$ cat config.mk
export PLATFORM = sky130hd
export DESIGN_NAME = bitstream_serial_tx_flat
export DESIGN_NICKNAME = d
export VERILOG_FILES = /design/src/rtl/bitstream_serial_tx_if.sv /design/src/rtl/bitstream_serial_tx.sv /design/src/flat_wrapper.sv
export SDC_FILE = /design/constraint.sdc
export NUM_CORES = 1
export LEC_CHECK = 0
export ABC_AREA = 1
export CAP_MARGIN = 20
export CORE_ASPECT_RATIO = 0.9
export CORE_UTILIZATION = 55
export DETAILED_ROUTE_END_ITERATION = 16
export GPL_TIMING_DRIVEN = 0
export HOLD_SLACK_MARGIN = 0.1
export PLACE_DENSITY = 0.77
export SYNTH_ARGS = -nofsm -noshare
export SYNTH_HDL_FRONTEND = slang
export SYNTH_SLANG_ARGS = --single-unit
$ cat constraint.sdc
create_clock -name CLK -period 2.6 [get_ports CLK]
set_input_delay 0.26 -clock CLK [delete_from_list [all_inputs] [get_ports CLK]]
set_output_delay 0.26 -clock CLK [all_outputs]
set_load 0.01 [all_outputs]
$ cat src/rtl/bitstream_serial_tx_if.sv
// Word handshake bundle for the serial configuration transmitter.
// The producer drives word_data/word_valid; the transmitter drives word_ready.
interface bitstream_serial_tx_if #(
    parameter int WORD_W = 32
);
    logic [WORD_W-1:0] word_data;
    logic              word_valid;
    logic              word_ready;

    modport master (
        output word_data,
        output word_valid,
        input  word_ready
    );

    modport slave (
        input  word_data,
        input  word_valid,
        output word_ready
    );
endinterface

$ cat src/rtl/bitstream_serial_tx.sv
// Host-side serializer for the fabric's two-wire configuration port.
// Words arrive over a valid/ready handshake and leave MSB first on s_data,
// qualified by s_clk rising edges. One word is in flight in the shift
// register while a second may wait in the holding register, so consecutive
// words stream with no idle bit period between them.
module bitstream_serial_tx #(
    parameter int CLK_DIV = 4,
    parameter int WORD_W  = 32
) (
    input  logic                  CLK,
    input  logic                  RST,
    bitstream_serial_tx_if.slave  word_if,
    output logic                  s_clk,
    output logic                  s_data,
    output logic                  busy
);

    localparam int BCNT_W = (WORD_W > 1)  ? $clog2(WORD_W)  : 1;
    localparam int DCNT_W = (CLK_DIV > 1) ? $clog2(CLK_DIV) : 1;

    typedef enum logic [1:0] {
        IDLE,
        LOW,
        HIGH
    } state_t;

    state_t              state_q, state_d;
    logic [WORD_W-1:0]   sh_q, sh_d;
    logic [WORD_W-1:0]   hold_q, hold_d;
    logic                hold_v_q, hold_v_d;
    logic [BCNT_W-1:0]   bcnt_q, bcnt_d;
    logic [DCNT_W-1:0]   dcnt_q, dcnt_d;
    logic                s_clk_d, s_data_d, busy_d;

    logic                hs;
    logic                div_end;
    logic                last_bit;

    // Ready depends only on the hold flag register, never on word_valid.
    assign word_if.word_ready = !hold_v_q;
    assign hs       = word_if.word_valid && !hold_v_q;
    assign div_end  = (dcnt_q == DCNT_W'(CLK_DIV - 1));
    assign last_bit = (bcnt_q == BCNT_W'(WORD_W - 1));

    // State, datapath and output registers; reset discards any word in flight.
    always_ff @(posedge CLK or posedge RST) begin
        if (RST) begin
            state_q  <= IDLE;
            sh_q     <= '0;
            hold_q   <= '0;
            hold_v_q <= 1'b0;
            bcnt_q   <= '0;
            dcnt_q   <= '0;
            s_clk    <= 1'b0;
            s_data   <= 1'b0;
            busy     <= 1'b0;
        end else begin
            state_q  <= state_d;
            sh_q     <= sh_d;
            hold_q   <= hold_d;
            hold_v_q <= hold_v_d;
            bcnt_q   <= bcnt_d;
            dcnt_q   <= dcnt_d;
            s_clk    <= s_clk_d;
            s_data   <= s_data_d;
            busy     <= busy_d;
        end
    end

    // Next-state, datapath and output decode for the LOW/HIGH bit phases.
    always_comb begin
        state_d  = state_q;
        sh_d     = sh_q;
        hold_d   = hold_q;
        hold_v_d = hold_v_q;
        bcnt_d   = bcnt_q;
        dcnt_d   = dcnt_q;
        s_clk_d  = s_clk;
        s_data_d = s_data;
        busy_d   = busy;

        // While a word is shifting, an accepted word parks in the holding
        // register; the last-bit reload below may override this when it
        // takes the word straight into the shift register instead.
        if (state_q != IDLE && hs) begin
            hold_d   = word_if.word_data;
            hold_v_d = 1'b1;
        end

        case (state_q)
            IDLE: begin
                if (hs) begin
                    sh_d     = word_if.word_data;
                    s_data_d = word_if.word_data[WORD_W-1];
                    s_clk_d  = 1'b0;
                    busy_d   = 1'b1;
                    bcnt_d   = '0;
                    dcnt_d   = '0;
                    state_d  = LOW;
                end
            end

            LOW: begin
                if (div_end) begin
                    dcnt_d  = '0;
                    s_clk_d = 1'b1;
                    state_d = HIGH;
                end else begin
                    dcnt_d = dcnt_q + DCNT_W'(1);
                end
            end

            HIGH: begin
                if (div_end) begin
                    dcnt_d  = '0;
                    s_clk_d = 1'b0;
                    if (!last_bit) begin
                        bcnt_d   = bcnt_q + BCNT_W'(1);
                        sh_d     = {sh_q[WORD_W-2:0], 1'b0};
                        s_data_d = sh_q[WORD_W-2];
                        state_d  = LOW;
                    end else if (hold_v_q) begin
                        // Buffered word drains into the shifter; a word
                        // accepted on this edge stays buffered.
                        sh_d     = hold_q;
                        s_data_d = hold_q[WORD_W-1];
                        hold_v_d = hs;
                        bcnt_d   = '0;
                        state_d  = LOW;
                    end else if (hs) begin
                        // Hold empty: bypass it so the stream has no gap.
                        sh_d     = word_if.word_data;
                        s_data_d = word_if.word_data[WORD_W-1];
                        hold_d   = hold_q;
                        hold_v_d = 1'b0;
                        bcnt_d   = '0;
                        state_d  = LOW;
                    end else begin
                        s_data_d = 1'b0;
                        busy_d   = 1'b0;
                        bcnt_d   = '0;
                        state_d  = IDLE;
                    end
                end else begin
                    dcnt_d = dcnt_q + DCNT_W'(1);
                end
            end

            default: begin
                state_d  = IDLE;
                s_clk_d  = 1'b0;
                s_data_d = 1'b0;
                busy_d   = 1'b0;
            end
        endcase
    end

endmodule

$ cat src/flat_wrapper.sv
// flat-port wrapper written by rule: the top's interface ports become plain ports
module bitstream_serial_tx_flat 
#(
    parameter int CLK_DIV = 4,
    parameter int WORD_W  = 32
)
  (CLK, RST, s_clk, s_data, busy, word_if_word_data, word_if_word_valid, word_if_word_ready);
  bitstream_serial_tx_if #(.WORD_W(WORD_W)) word_if_i ();
  input  logic CLK;
  input  logic RST;
  output logic s_clk;
  output logic s_data;
  output logic busy;
  input wire logic [$bits(word_if_i.word_data)-1:0] word_if_word_data;
  input wire logic [$bits(word_if_i.word_valid)-1:0] word_if_word_valid;
  output wire logic [$bits(word_if_i.word_ready)-1:0] word_if_word_ready;
  assign word_if_i.word_data = word_if_word_data;
  assign word_if_i.word_valid = word_if_word_valid;
  assign word_if_word_ready = word_if_i.word_ready;
  bitstream_serial_tx #(.CLK_DIV(CLK_DIV), .WORD_W(WORD_W)) u_core (.CLK(CLK), .RST(RST), .word_if(word_if_i), .s_clk(s_clk), .s_data(s_data), .busy(busy));
endmodule
==> PnR_summary.wiki, run 1 <==
{| class="wikitable"
! Metric !! Value
|-
| Run status || complete, no violations
|-
| Worst clock skew || 10.1 ps
|-
| List of most frequent post-synthesis cells || nand2_1 (211), dfrtp_1 (75), nor2_1 (72)
|-
| Max-cap violation count || 0
|-
| Fraction of final layout cells sized beyond drive strength 1 || 11.1%
|-
| Most instantiated flip-flop cell in the synthesis netlist || dfrtp_1
|-
| Layout net count || 688
|-
| Number of endpoints failing setup at the final stage || 0
|-
| CTS clk-pin slew, worst paths || 80 ps
|-
| Number of vias in the routed layout || 3908
|-
| Max FO, Critical Path || 10
|-
| Count of fill cells added during filler insertion || 621
|-
| Number of sinks handled by clock tree synthesis || 75
|-
| Remaining antenna violation count after routing || 0
|-
| Total chip power || 2.17 mW
|-
| Number of standard cells in the layout, taps in and fillers out || 743
|-
| Number of instances in the synthesized netlist || 595
|-
| Seq/Total Area, Yosys || 45.0%
|-
| Average footprint of a synthesized cell || 7.00 sq um
|-
| TritonCTS clock tree || yes
|-
| Vias per cell || 5.26
|-
| Capturing element type of the critical path || flip-flop
|-
| # port buffers || 38
|-
| Final Hold Viols || 0
|-
| Setup repair after global routing missed its margin || no
|-
| Setup TNS || 0 ps
|-
| Fmax || 441 MHz
|-
| Transition time at the pin with the least slew margin || 554 ps
|-
| Min Clock Period, post-route || 2270 ps
|-
| Number of global-route vias before repair || 3743
|-
| Total wire length || 9840 um
|-
| Hold WS || 279 ps
|-
| Netlist area before placement || 4170 sq um
|-
| Class of the tightest hold or removal check || primary input to async pin
|-
| Core region area || 7180 sq um
|-
| Power per Cell Area || 445 nW/um^2
|-
| Cell count after placement || 727
|-
| Critical path start-end classification || flip-flop to flip-flop
|-
| Cell area reported after detailed placement || 4690 sq um
|-
| Library cell with the largest summed area after synthesis || dfrtp_1
|-
| Initial Util || 58.0%
|-
| Horizontal die dimension || 93.8 um
|-
| Total area of multi-input combinational cells || 1960 sq um
|-
| Final Instance Area || 4880 sq um
|-
| Gpl congestion || 0.825
|-
| Distinct cells, synth || 18
|-
| Clock Tree Root || clkbuf_8
|-
| Chip height || 84.6 um
|-
| Synth Net Count || 638
|-
| Synth-to-Final Area Change || 17.1%
|-
| Number of search-and-repair iterations in the first detailed-routing pass || 5
|-
| Synth area leaders || dfrtp_1 (45%), nand2_1 (19%), a21oi_1 (7.2%)
|-
| Iteration-0 DRC Markers || 261
|-
| Maximum clock path buffer count || 2
|-
| Rel. slew slack || 63.1%
|-
| Number of synthesized flops with an enable pin || 0
|-
| First-pass GRT wire length || 17200 um
|-
| I/O pin count || 39
|-
| Post-route clock period utilization || 87.2%
|-
| FFs w/ async S/R, synth || 100%
|-
| Die footprint || 7930 sq um
|-
| Detailed placer's ending HPWL || 6710 um
|-
| Fin util || 68.0%
|-
| Placement-stage worst setup slack || 296 ps
|-
| Skew-Pair Late Insertion Delay || 360 ps
|-
| Number of diodes added for antenna fixing || 0
|-
| Leakage power || 2.27 nW
|-
| Leading cell type by number of instances after synthesis || nand2_1
|-
| Num CTS Buffers || 9
|-
| Overflow after GRT || 0
|-
| Number of rows in the core area || 29
|-
| Maximum number of pins on one net before global-route repair || 41
|-
| Flop and latch count out of synthesis || 75
|-
| GRT Util Overall || 27.7%
|-
| Maximum VDD drop || 0.324 mV
|-
| Worst Setup Start Kind || flip-flop
|-
| Worst Setup Slack, final || 333 ps
|-
| Pins Over Slew Limit || 0
|-
| Routed wire per std cell || 13.2 um
|-
| Yosys warns || 0
|-
| Drt drc || 0
|-
| Arrival time worst endpoint || 2490 ps
|-
| Area used by sequential logic in the layout || 1880 sq um
|-
| Proportion of netlist area held by the largest area contributor || 45.0%
|-
| Htree depth || 3
|-
| Initial antenna violation count || 0
|-
| CP required || 2820 ps
|}
where the power goes:
part	internal [mW]	switching, mW	total, mW	leakage (nW)
registers	1.17	0	1.17	0.877
logic	0.0507	0.0427	0.0934	1.29
clock network	0.465	0.450	0.915	0.0991
total	1.68	0.493	2.17	2.27
final timing paths:
path                             startpoint  cells after the start                 to  slack, ps
max                        u_core.bcnt_q[0]                      9  u_core.hold_q[20]        330
min                                     RST                      2  u_core.hold_q[17]        280
max reg2reg                u_core.bcnt_q[0]                      9  u_core.hold_q[20]        330
min reg2reg                     u_core.busy                      2        u_core.busy        470
max in group asynchronous               RST                      3   u_core.bcnt_q[2]       1750
min in group CLK                u_core.busy                      2        u_core.busy        470
layout by cell type (no fill, tap or decap), drive strengths merged:
master / count
o21ai: 46
clkinvlp: 1
bufinv: 1
nand2: 212
nor2: 72
clkbuf: 20
o211ai: 5
ha: 8
a21oi: 60
nand3: 6
clkdlybuf4s50: 38
clkinv: 3
xor2: 1
buf: 22
nand4: 2
inv: 51
dfrtp: 75
or2: 27
worst max-delay path, stage by stage (launching register included):
cell and delay [ps]:
dfrtp_1 400, ha_1 180, nand2_1 70, nor2_1 160, ha_1 160, buf_2 180
nand3_1 160, nand2_1 350, clkbuf_1 330, o21ai_0 130
state kept, by name (all words and copies together), names as in the netlist:
register	count
u_core.hold_q	32
u_core.sh_q	31
u_core.bcnt_q	5
u_core.dcnt_q	2
u_core.busy	1
u_core.hold_v_q	1
u_core.s_clk	1
u_core.s_data	1
u_core.state_q	1
layout make-up:
| cell class | count | share of cell area [%] |
|---|---|---|
| Sequential cell | 75 | 38.4 |
| Clock buffer | 11 | 2.90 |
| Inverter | 51 | 3.97 |
| Buffer | 30 | 2.87 |
| Timing Repair Buffer | 39 | 8.20 |
| Tap cell | 93 | 2.38 |
| Clock inverter | 5 | 1.08 |
| Multi-Input combinational cell | 439 | 40.2 |
repair_timing:
| item | 4_1_cts | 5_1_grt |
|---|---|---|
| hold buffers | 0 | 0 |
| setup endpoints to repair | 0 | 6 |
| gates resized for setup | 0 | 2 |
| buffers inserted | 0 | 0 |
cells by family (layout without fill, tap and decap cells):
group                      after synthesis  in the layout  synth area share, %
and+or+nand+nor                        319            319                 30.7
AOI/OAI and AO/OA                      111            111                 13.7
buffers and inverters                   81            136                 7.93
DFF                                     75             75                 45.0
adders and majority gates                8              8                 2.40
xor gates and xnor gates                 1              1                0.210
metal layers:
layer  track usage, %  vias to the layer above  share of wire (%)
met3             5.89                       20                5.4
li1                 -                     1950                  -
met4             10.8                        0                1.8
met1             38.0                     1799                 47
met2             42.7                      139                 46
met5                0                        -                  0
Power figures use the tool's default switching activity.
==> run 2, diff against run 1 <==
--- a/config.mk
+++ b/config.mk
@@ -7,12 +7,14 @@
 export LEC_CHECK = 0
 export ABC_AREA = 1
 export CAP_MARGIN = 20
+export CELL_PAD_IN_SITES_DETAIL_PLACEMENT = 0
+export CELL_PAD_IN_SITES_GLOBAL_PLACEMENT = 2
 export CORE_ASPECT_RATIO = 0.9
-export CORE_UTILIZATION = 55
+export CORE_UTILIZATION = 33
 export DETAILED_ROUTE_END_ITERATION = 16
 export GPL_TIMING_DRIVEN = 0
 export HOLD_SLACK_MARGIN = 0.1
-export PLACE_DENSITY = 0.77
+export PLACE_DENSITY = 0.9
 export SYNTH_ARGS = -nofsm -noshare
 export SYNTH_HDL_FRONTEND = slang
 export SYNTH_SLANG_ARGS = --single-unit
==> run 2 against run 1 <==
Final area rose by 5.3%. Worst hold slack got worse by 89 ps. Count of clock-buffer cells in the layout rose by 1. Die area rose by 65%. Fmax fell by 1.1%. Global-route usage fell by 9.2 points. Utilization fell by 26 points. Routed wire length rose by 10%. Critical path depth did not move. Clock power rose by 64%. Cell count rose by 9.0%.
==> PnR_summary.wiki, run 2 (same netlist as run 1, synthesis figures left out) <==
{| class="wikitable"
! Metric !! Value
|-
| Final Instance Area || 5140 sq um (was 4880 sq um)
|-
| Number of vias in the routed layout || 3819 (was 3908)
|-
| Number of endpoints failing setup at the final stage || 0 (unchanged)
|-
| Chip height || 109 um (was 84.6 um)
|-
| Max FO, Critical Path || 10 (unchanged)
|-
| Initial Util || 34.2% (was 58.0%)
|-
| Class of the tightest hold or removal check || primary input to async pin (unchanged)
|-
| Count of fill cells added during filler insertion || 1316 (was 621)
|-
| Rel. slew slack || 59.7% (was 63.1%)
|-
| Number of sinks handled by clock tree synthesis || 75 (unchanged)
|-
| Post-route clock period utilization || 88.2% (was 87.2%)
|-
| Number of search-and-repair iterations in the first detailed-routing pass || 4 (was 5)
|-
| TritonCTS clock tree || yes (unchanged)
|-
| Fraction of final layout cells sized beyond drive strength 1 || 11.2% (was 11.1%)
|-
| # port buffers || 38 (unchanged)
|-
| Number of rows in the core area || 38 (was 29)
|-
| Drt drc || 0 (unchanged)
|-
| CP required || 2800 ps (was 2820 ps)
|-
| Commonest non-fill, non-tap cells in the layout || nand2_1 (210), dfrtp_1 (75), nor2_1 (72) (was nand2_1 (211), dfrtp_1 (75), nor2_1 (72))
|-
| Core region area || 12200 sq um (was 7180 sq um)
|-
| Remaining antenna violation count after routing || 0 (unchanged)
|-
| Setup repair after global routing missed its margin || no (unchanged)
|-
| Pins Over Slew Limit || 0 (unchanged)
|-
| Worst clock skew || 5.12 ps (was 10.1 ps)
|-
| Transition time at the pin with the least slew margin || 604 ps (was 554 ps)
|-
| Critical path start-end classification || flip-flop to flip-flop (unchanged)
|-
| Htree depth || 3 (unchanged)
|-
| Maximum VDD drop || 0.300 mV (was 0.324 mV)
|-
| Initial antenna violation count || 0 (unchanged)
|-
| Hold-fix buffers at CTS || 0 (unchanged)
|-
| Number of standard cells in the layout, taps in and fillers out || 810 (was 743)
|-
| Iteration-0 DRC Markers || 205 (was 261)
|-
| Vias per cell || 4.71 (was 5.26)
|-
| Capturing element type of the critical path || flip-flop (unchanged)
|-
| Fmax || 436 MHz (was 441 MHz)
|-
| Arrival time worst endpoint || 2490 ps (about the same)
|-
| Number of global-route vias before repair || 3809 (was 3743)
|-
| Skew-Pair Late Insertion Delay || 340 ps (was 360 ps)
|-
| Total wire length || 10900 um (was 9840 um)
|-
| Number of diodes added for antenna fixing || 0 (unchanged)
|-
| Cell area reported after detailed placement || 4780 sq um (was 4690 sq um)
|-
| GRT Util Overall || 18.4% (was 27.7%)
|-
| Run status || complete, no violations (unchanged)
|-
| Detailed placer's ending HPWL || 7690 um (was 6710 um)
|-
| Largest register FFs || 32 (unchanged)
|-
| Die footprint || 13100 sq um (was 7930 sq um)
|-
| Clock Tree Root || clkbuf_16 (was clkbuf_8)
|-
| Leakage power || 2.35 nW (was 2.27 nW)
|-
| Gpl congestion || 0.780 (was 0.825)
|-
| Maximum number of pins on one net before global-route repair || 64 (was 41)
|-
| Max-cap violation count || 0 (unchanged)
|-
| I/O pin count || 39 (unchanged)
|-
| Most common library cell in the layout ignoring fill and taps || nand2_1 (unchanged)
|-
| Num CTS Buffers || 9 (unchanged)
|-
| Reg with most FFs || u_core.hold_q (unchanged)
|-
| Power per Cell Area || 538 nW/um^2 (was 445 nW/um^2)
|-
| Min Clock Period, post-route || 2290 ps (was 2270 ps)
|-
| Final Hold Viols || 0 (unchanged)
|-
| CTS clk-pin slew, worst paths || 60 ps (was 80 ps)
|-
| Layout net count || 688 (unchanged)
|-
| Largest registers in the final layout || u_core.hold_q: 32 flops, u_core.sh_q: 31 flops, u_core.bcnt_q: 5 flops (unchanged)
|-
| First-pass GRT wire length || 19000 um (was 17200 um)
|-
| Worst Setup Start Kind || flip-flop (unchanged)
|-
| Horizontal die dimension || 120 um (was 93.8 um)
|-
| Synth-to-Final Area Change || 23.4% (was 17.1%)
|-
| Maximum clock path buffer count || 2 (unchanged)
|-
| Routed wire per std cell || 13.4 um (was 13.2 um)
|-
| Overflow after GRT || 0 (unchanged)
|-
| Cell count after placement || 794 (was 727)
|}
## run 2: cell count changes in the layout (fill, tap and decap cells not counted), moves of 2 or more
| cell | change |
|---|---|
| bufinv_16 | +2 |
| clkbuf_16 | +9 |
| clkbuf_8 | -7 |
| clkinv_2 | -2 |
## run 2: through the flow
stage | util [%] | setup slack, ps | hold WS, ps | total power, mW | TNS (ps)
finish | 42.2 | 308 | 189 | 2.77 | 0
global route | 42.2 | 26.4 | 212 | 2.85 | 0
CTS | 42.2 | 149 | 187 | 2.82 | 0
detailed placement | 39.3 | 175 | 460 | 1.29 | 0
global placement | 39.0 | -1040 | 456 | 1.28 | -77550
floorplan | - | 430 | 405 | 1.22 | 0
## run 2: area by class of cell
type | instances | area (sq um) | share of cell area, %
multi-input combinational | 439 | 1960 | 38.2
timing repair buffer | 39 | 408 | 7.93
clock buffer | 12 | 267 | 5.18
sequential | 75 | 1880 | 36.5
clock inverter | 4 | 95.1 | 1.85
tap | 160 | 200 | 3.89
buffer | 30 | 139 | 2.70
inverter | 51 | 194 | 3.77
## run 2: report_power, final
group | internal (mW) | switching (mW) | total (mW)
Combinational | 0.0520 | 0.0447 | 0.0967
Clock | 1.01 | 0.488 | 1.50
Sequential | 1.17 | 0 | 1.17
Total | 2.23 | 0.533 | 2.77
## run 2: layer usage
layer | vias to the layer above | GRT usage (%) | share of wire (%)
met3 | 9 | 3.92 | 4.0
met2 | 71 | 30.3 | 44
li1 | 1955 | - | -
met4 | 0 | 4.32 | 0.97
met1 | 1784 | 24.9 | 51
met5 | - | 0 | 0
## run 2: path summary, 6_finish.rpt
kind,depth (start not counted),slack [ps],start,endpoint
max in group asynchronous,3,1850,RST,u_core.hold_q[24]
min in group CLK,2,470,u_core.busy,u_core.busy
min reg2reg,2,470,u_core.busy,u_core.busy
min,2,190,RST,u_core.hold_q[2]
max reg2reg,9,310,u_core.bcnt_q[0],u_core.hold_q[18]
max,9,310,u_core.bcnt_q[0],u_core.hold_q[18]
## run 2: worst max-delay path: stages (launching register included)
cell,delay [ps]
dfrtp_1,380
ha_1,170
nand2_1,70
nor2_1,180
ha_1,170
buf_2,190
nand3_1,200
nand2_2,270
buf_1,370
o21ai_0,150
## run 2: timing repair
action	4_1_cts	5_1_grt
setup endpoints to repair	0	19
resized for setup	0	2
setup buffers	0	0
==> run 3, diff against run 2 <==
--- a/config.mk
+++ b/config.mk
@@ -5,16 +5,15 @@
 export SDC_FILE = /design/constraint.sdc
 export NUM_CORES = 1
 export LEC_CHECK = 0
-export ABC_AREA = 1
 export CAP_MARGIN = 20
 export CELL_PAD_IN_SITES_DETAIL_PLACEMENT = 0
 export CELL_PAD_IN_SITES_GLOBAL_PLACEMENT = 2
 export CORE_ASPECT_RATIO = 0.9
-export CORE_UTILIZATION = 33
+export CORE_UTILIZATION = 38
 export DETAILED_ROUTE_END_ITERATION = 16
-export GPL_TIMING_DRIVEN = 0
 export HOLD_SLACK_MARGIN = 0.1
-export PLACE_DENSITY = 0.9
+export PLACE_DENSITY = 0.88
+export SLEW_MARGIN = 40
 export SYNTH_ARGS = -nofsm -noshare
 export SYNTH_HDL_FRONTEND = slang
 export SYNTH_SLANG_ARGS = --single-unit
==> run 3 against run 2 <==
Global-route usage fell by 0.17 points. Clock skew rose by 2.1 ps. Die area fell by 19%. Count of clock-buffer cells in the layout fell by 3. Area after synthesis fell by 7.3%. Non-clock buffer count fell by 18. Sequential cell count did not move. Final area fell by 8.6%. Combinational power rose to 13 times the previous value. Synthesized cell count fell by 45%. Register-to-register slack got worse by 50 ps. Critical endpoint is now u_core.sh_q[18]. Largest power group is now registers.
==> PnR_summary.wiki, run 3 <==
{| class="wikitable"
! Metric !! Value
|-
| Run status || complete, no violations (unchanged)
|-
| Proportion of power drawn by the clock network || 30.3% (was 54.3%)
|-
| Largest family of logic cells by synthesized area || compound AO/OA/AOI/OAI gates (was simple AND/OR/NAND/NOR gates)
|-
| Worst Reg2Reg Path Length in Cells || 7 (was 9)
|-
| Transition time at the pin with the least slew margin || 744 ps (was 604 ps)
|-
| Gpl congestion || 0.740 (was 0.780)
|-
| Largest register FFs || 32 (unchanged)
|-
| Number of global-route vias before repair || 2921 (was 3809)
|-
| Drt drc || 0 (unchanged)
|-
| Synth Net Count || 371 (was 638)
|-
| Maximum clock path buffer count || 2 (unchanged)
|-
| Proportion of netlist area held by the largest area contributor || 48.6% (was 45.0%)
|-
| # port buffers || 38 (unchanged)
|-
| Leading cell type by number of instances after synthesis || dfrtp_1 (was nand2_1)
|-
| Capturing element type of the critical path || flip-flop (unchanged)
|-
| Seq/Total Area, Yosys || 48.6% (was 45.0%)
|-
| GRT Util Overall || 18.3% (was 18.4%)
|-
| Sequential cell fraction of total power || 42.8% (was 42.2%)
|-
| Initial Util || 39.5% (was 34.2%)
|-
| Worst clock skew || 7.25 ps (was 5.12 ps)
|-
| Compound-cell area share of the yosys netlist || 19.9% (was 13.7%)
|-
| Largest stage delay on the critical path || 400 ps (was 380 ps)
|-
| Arrival time worst endpoint || 2560 ps (was 2490 ps)
|-
| Buffers & Inverters on Critical Path || 1 (was 2)
|-
| Xor/xnor cell area share of the yosys netlist || 0% (was 0.210%)
|-
| Power per Cell Area || 983 nW/um^2 (was 538 nW/um^2)
|-
| Register-to-register setup slack || 260 ps (was 310 ps)
|-
| Htree depth || 3 (unchanged)
|-
| Routed wire per std cell || 17.9 um (was 13.4 um)
|-
| Number of standard cells in the layout, taps in and fillers out || 496 (was 810)
|-
| Internal Power || 3.34 mW (was 2.23 mW)
|-
| FFs w/ async S/R, synth || 100% (unchanged)
|-
| Count of fill cells added during filler insertion || 916 (was 1316)
|-
| Net switching component of the power || 1.28 mW (was 533 uW)
|-
| Core region area || 9780 sq um (was 12200 sq um)
|-
| Min Clock Period, post-route || 2340 ps (was 2290 ps)
|-
| Largest registers in the final layout || u_core.hold_q: 32 flops, u_core.sh_q: 31 flops, u_core.bcnt_q: 5 flops (unchanged)
|-
| Number of search-and-repair iterations in the first detailed-routing pass || 5 (was 4)
|-
| Total chip power || 4.62 mW (was 2.77 mW)
|-
| Iteration-0 DRC Markers || 163 (was 205)
|-
| CP required || 2810 ps (was 2800 ps)
|-
| Remaining antenna violation count after routing || 0 (unchanged)
|-
| Number of synthesized flops with an enable pin || 0 (unchanged)
|-
| Number of diodes added for antenna fixing || 0 (unchanged)
|-
| I/O pin count || 39 (unchanged)
|-
| List of cells traversed by the critical path || ha_1 > and3_1 > ha_1 > buf_4 > a21oi_2 > a21oi_4 > a221o_1 (was ha_1 > nand2_1 > nor2_1 > ha_1 > buf_2 > nand3_1 > nand2_2 > buf_1 > o21ai_0)
|-
| Max-cap violation count || 0 (unchanged)
|-
| Number of sinks handled by clock tree synthesis || 75 (unchanged)
|-
| Clock Tree Root || clkbuf_16 (unchanged)
|-
| Maximum VDD drop || 0.478 mV (was 0.300 mV)
|-
| Flop and latch count out of synthesis || 75 (unchanged)
|-
| Number of rows in the core area || 34 (was 38)
|-
| Post-route clock period utilization || 90.1% (was 88.2%)
|-
| Setup repair after global routing missed its margin || no (unchanged)
|-
| CTS clk-pin slew, worst paths || 60 ps (about the same)
|-
| First-pass GRT wire length || 14900 um (was 19000 um)
|-
| Max FO, Critical Path || 14 (was 10)
|-
| Fraction of final layout cells sized beyond drive strength 1 || 19.7% (was 11.2%)
|-
| Skew-Pair Late Insertion Delay || 330 ps (was 340 ps)
|-
| Critical path start-end classification || flip-flop to flip-flop (unchanged)
|-
| Adder-Cell Fraction of Synth Area || 2.59% (was 2.40%)
|-
| Worst r2r dst || u_core.sh_q[18] (was u_core.hold_q[18])
|-
| Part of the power in combinational logic || 26.9% (was 3.5%)
|-
| Setup TNS || 0 ps (unchanged)
|-
| Commonest non-fill, non-tap cells in the layout || dfrtp_1 (75), clkdlybuf4s50_1 (38), mux2_4 (30) (was nand2_1 (210), dfrtp_1 (75), nor2_1 (72))
|-
| Worst Setup Start Kind || flip-flop (unchanged)
|-
| Vias per cell || 5.73 (was 4.71)
|-
| Number of vias in the routed layout || 2840 (was 3819)
|-
| Fmax || 427 MHz (was 436 MHz)
|-
| TritonCTS clock tree || yes (unchanged)
|-
| Yosys warns || 0 (unchanged)
|-
| Overflow after GRT || 0 (unchanged)
|-
| Reg with most FFs || u_core.hold_q (unchanged)
|-
| Synth area leaders || dfrtp_1 (49%), mux2_4 (12%), a221o_1 (7.0%) (was dfrtp_1 (45%), nand2_1 (19%), a21oi_1 (7.2%))
|-
| Critical R2R Launch || u_core.bcnt_q[0] (unchanged)
|-
| Detailed placer's ending HPWL || 5760 um (was 7690 um)
|-
| Number of instances in the synthesized netlist || 328 (was 595)
|-
| Cell seen most often among critical-path stages || ha_1 (unchanged)
|-
| Horizontal die dimension || 108 um (was 120 um)
|-
| Rel. slew slack || 50.3% (was 59.7%)
|-
| List of most frequent post-synthesis cells || dfrtp_1 (75), mux2_4 (30), a221o_1 (27), nor2_1 (27), nand2_1 (24) (was nand2_1 (211), dfrtp_1 (75), nor2_1 (72))
|-
| Netlist area before placement || 3860 sq um (was 4170 sq um)
|-
| Cell count after placement || 481 (was 794)
|-
| Library cell with the largest summed area after synthesis || dfrtp_1 (unchanged)
|-
| Die footprint || 10600 sq um (was 13100 sq um)
|-
| Total wire length || 8900 um (was 10900 um)
|-
| Average footprint of a synthesized cell || 11.8 sq um (was 7.00 sq um)
|-
| Synth-to-Final Area Change || 21.7% (was 23.4%)
|-
| Distinct cells, synth || 43 (was 18)
|-
| Class of the tightest hold or removal check || primary input to async pin (unchanged)
|-
| Initial antenna violation count || 0 (unchanged)
|-
| Cell with the largest stage delay on the worst path || dfrtp_1 (unchanged)
|-
| Number of setup buffers added after CTS || 0 (unchanged)
|-
| Most instantiated flip-flop cell in the synthesis netlist || dfrtp_1 (unchanged)
|-
| Layout net count || 410 (was 688)
|-
| Delay-heaviest family, CP || compound AO/OA/AOI/OAI gates (was simple AND/OR/NAND/NOR gates)
|-
| Num CTS Buffers || 9 (unchanged)
|-
| Mux contribution to synthesized area || 13.7% (was 0%)
|-
| Leakage power || 2.12 nW (was 2.35 nW)
|-
| Chip height || 97.7 um (was 109 um)
|-
| Maximum number of pins on one net before global-route repair || 31 (was 64)
|-
| Switching portion of total power || 27.6% (was 19.3%)
|-
| Simple-gate share of the synthesized area || 9.94% (was 30.7%)
|-
| Number of endpoints failing setup at the final stage || 0 (unchanged)
|-
| Most common library cell in the layout ignoring fill and taps || dfrtp_1 (was nand2_1)
|-
| Pins Over Slew Limit || 0 (unchanged)
|-
| Final Hold Viols || 0 (unchanged)
|}
run 3: cell count changes after synthesis, sizes merged, moves of 9 or more:
cell / previous run / this run
a21oi: 60 / 23
mux2: 0 / 37
nand2: 212 / 26
or2: 27 / 0
o21ai: 46 / 10
a221o: 0 / 27
nor2: 72 / 27
a22oi: 0 / 14
inv: 51 / 9
nand3: 6 / 15
run 3: timing repair:
action | CTS | global route
endpoints found under the hold margin | 0 | 0
endpoints found under the setup margin | 0 | 26
resized for setup | 0 | 2
hold buffers | 0 | 0
run 3: worst register-to-register path: cells and delay by family (launching register included):
family                   cells  cell delay (ps)
AND/OR/NAND/NOR              1              210
adder cells (fa/ha/maj)      2              550
buffers and inverters        1              250
AO/OA/AOI/OAI                3              800
flip-flops                   1              400
run 3: area by class of cell:
class / instances / area (sq um) / share of cell area, %
Clock buffer: 9 / 225 / 4.79
Tap cell: 126 / 158 / 3.35
Clock inverter: 5 / 104 / 2.21
Timing Repair Buffer: 51 / 503 / 10.7
Sequential cell: 75 / 1880 / 39.9
Multi-Input combinational cell: 221 / 1800 / 38.3
Inverter: 9 / 33.8 / 0.718
run 3: worst max-delay path by stage:
stage / start / endpoint / slack [ps] / depth (start not counted)
3_3_place_gp: u_core.bcnt_q[1] / u_core.sh_q[24] / 240 / 7
5_1_grt: u_core.bcnt_q[1] / u_core.sh_q[12] / 120 / 6
6_report: u_core.bcnt_q[0] / u_core.sh_q[18] / 260 / 7
4_1_cts: u_core.bcnt_q[1] / u_core.sh_q[18] / 130 / 7
3_5_place_dp: u_core.bcnt_q[1] / u_core.sh_q[16] / 140 / 7
2_1_floorplan: RST / u_core.bcnt_q[0] / 430 / 1
run 3: cells by family (layout without fill, tap and decap cells):
logic type                 after synthesis  after routing
AOI/OAI and AO/OA                       96             97
adders and majority gates                8              8
buffers and inverters                   33             74
DFF                                     75             75
muxes                                   37             37
and+or+nand+nor                         79             79
run 3: power groups by stage:
stage	logic [mW]	registers, mW	clock network, mW
floorplan	0.979	1.88	0
global placement	1.20	1.98	0
detailed placement	1.25	1.97	0
CTS	1.25	1.97	1.43
global route	1.37	2.04	1.48
finish	1.24	1.98	1.40
run 3: layer usage:
metal / global-route usage (%) / routed length (um) / up-vias
met5: 0 / 0 / -
met4: 5.20 / 78 / 0
met3: 4.90 / 453 / 8
met2: 27.9 / 4090 / 77
met1: 25.3 / 4280 / 1447
li1: - / - / 1308
run 3: metrics by stage:
stage / setup WS, ps / util, % / hold WS, ps / cell area (sq um)
floorplan: 430 / - / 392 / 3860
global placement: 240 / 44.5 / 476 / 4350
detailed placement: 143 / 44.5 / 489 / 4350
CTS: 126 / 47.9 / 217 / 4680
global route: 117 / 48.1 / 244 / 4700
finish: 257 / 48.1 / 215 / 4700
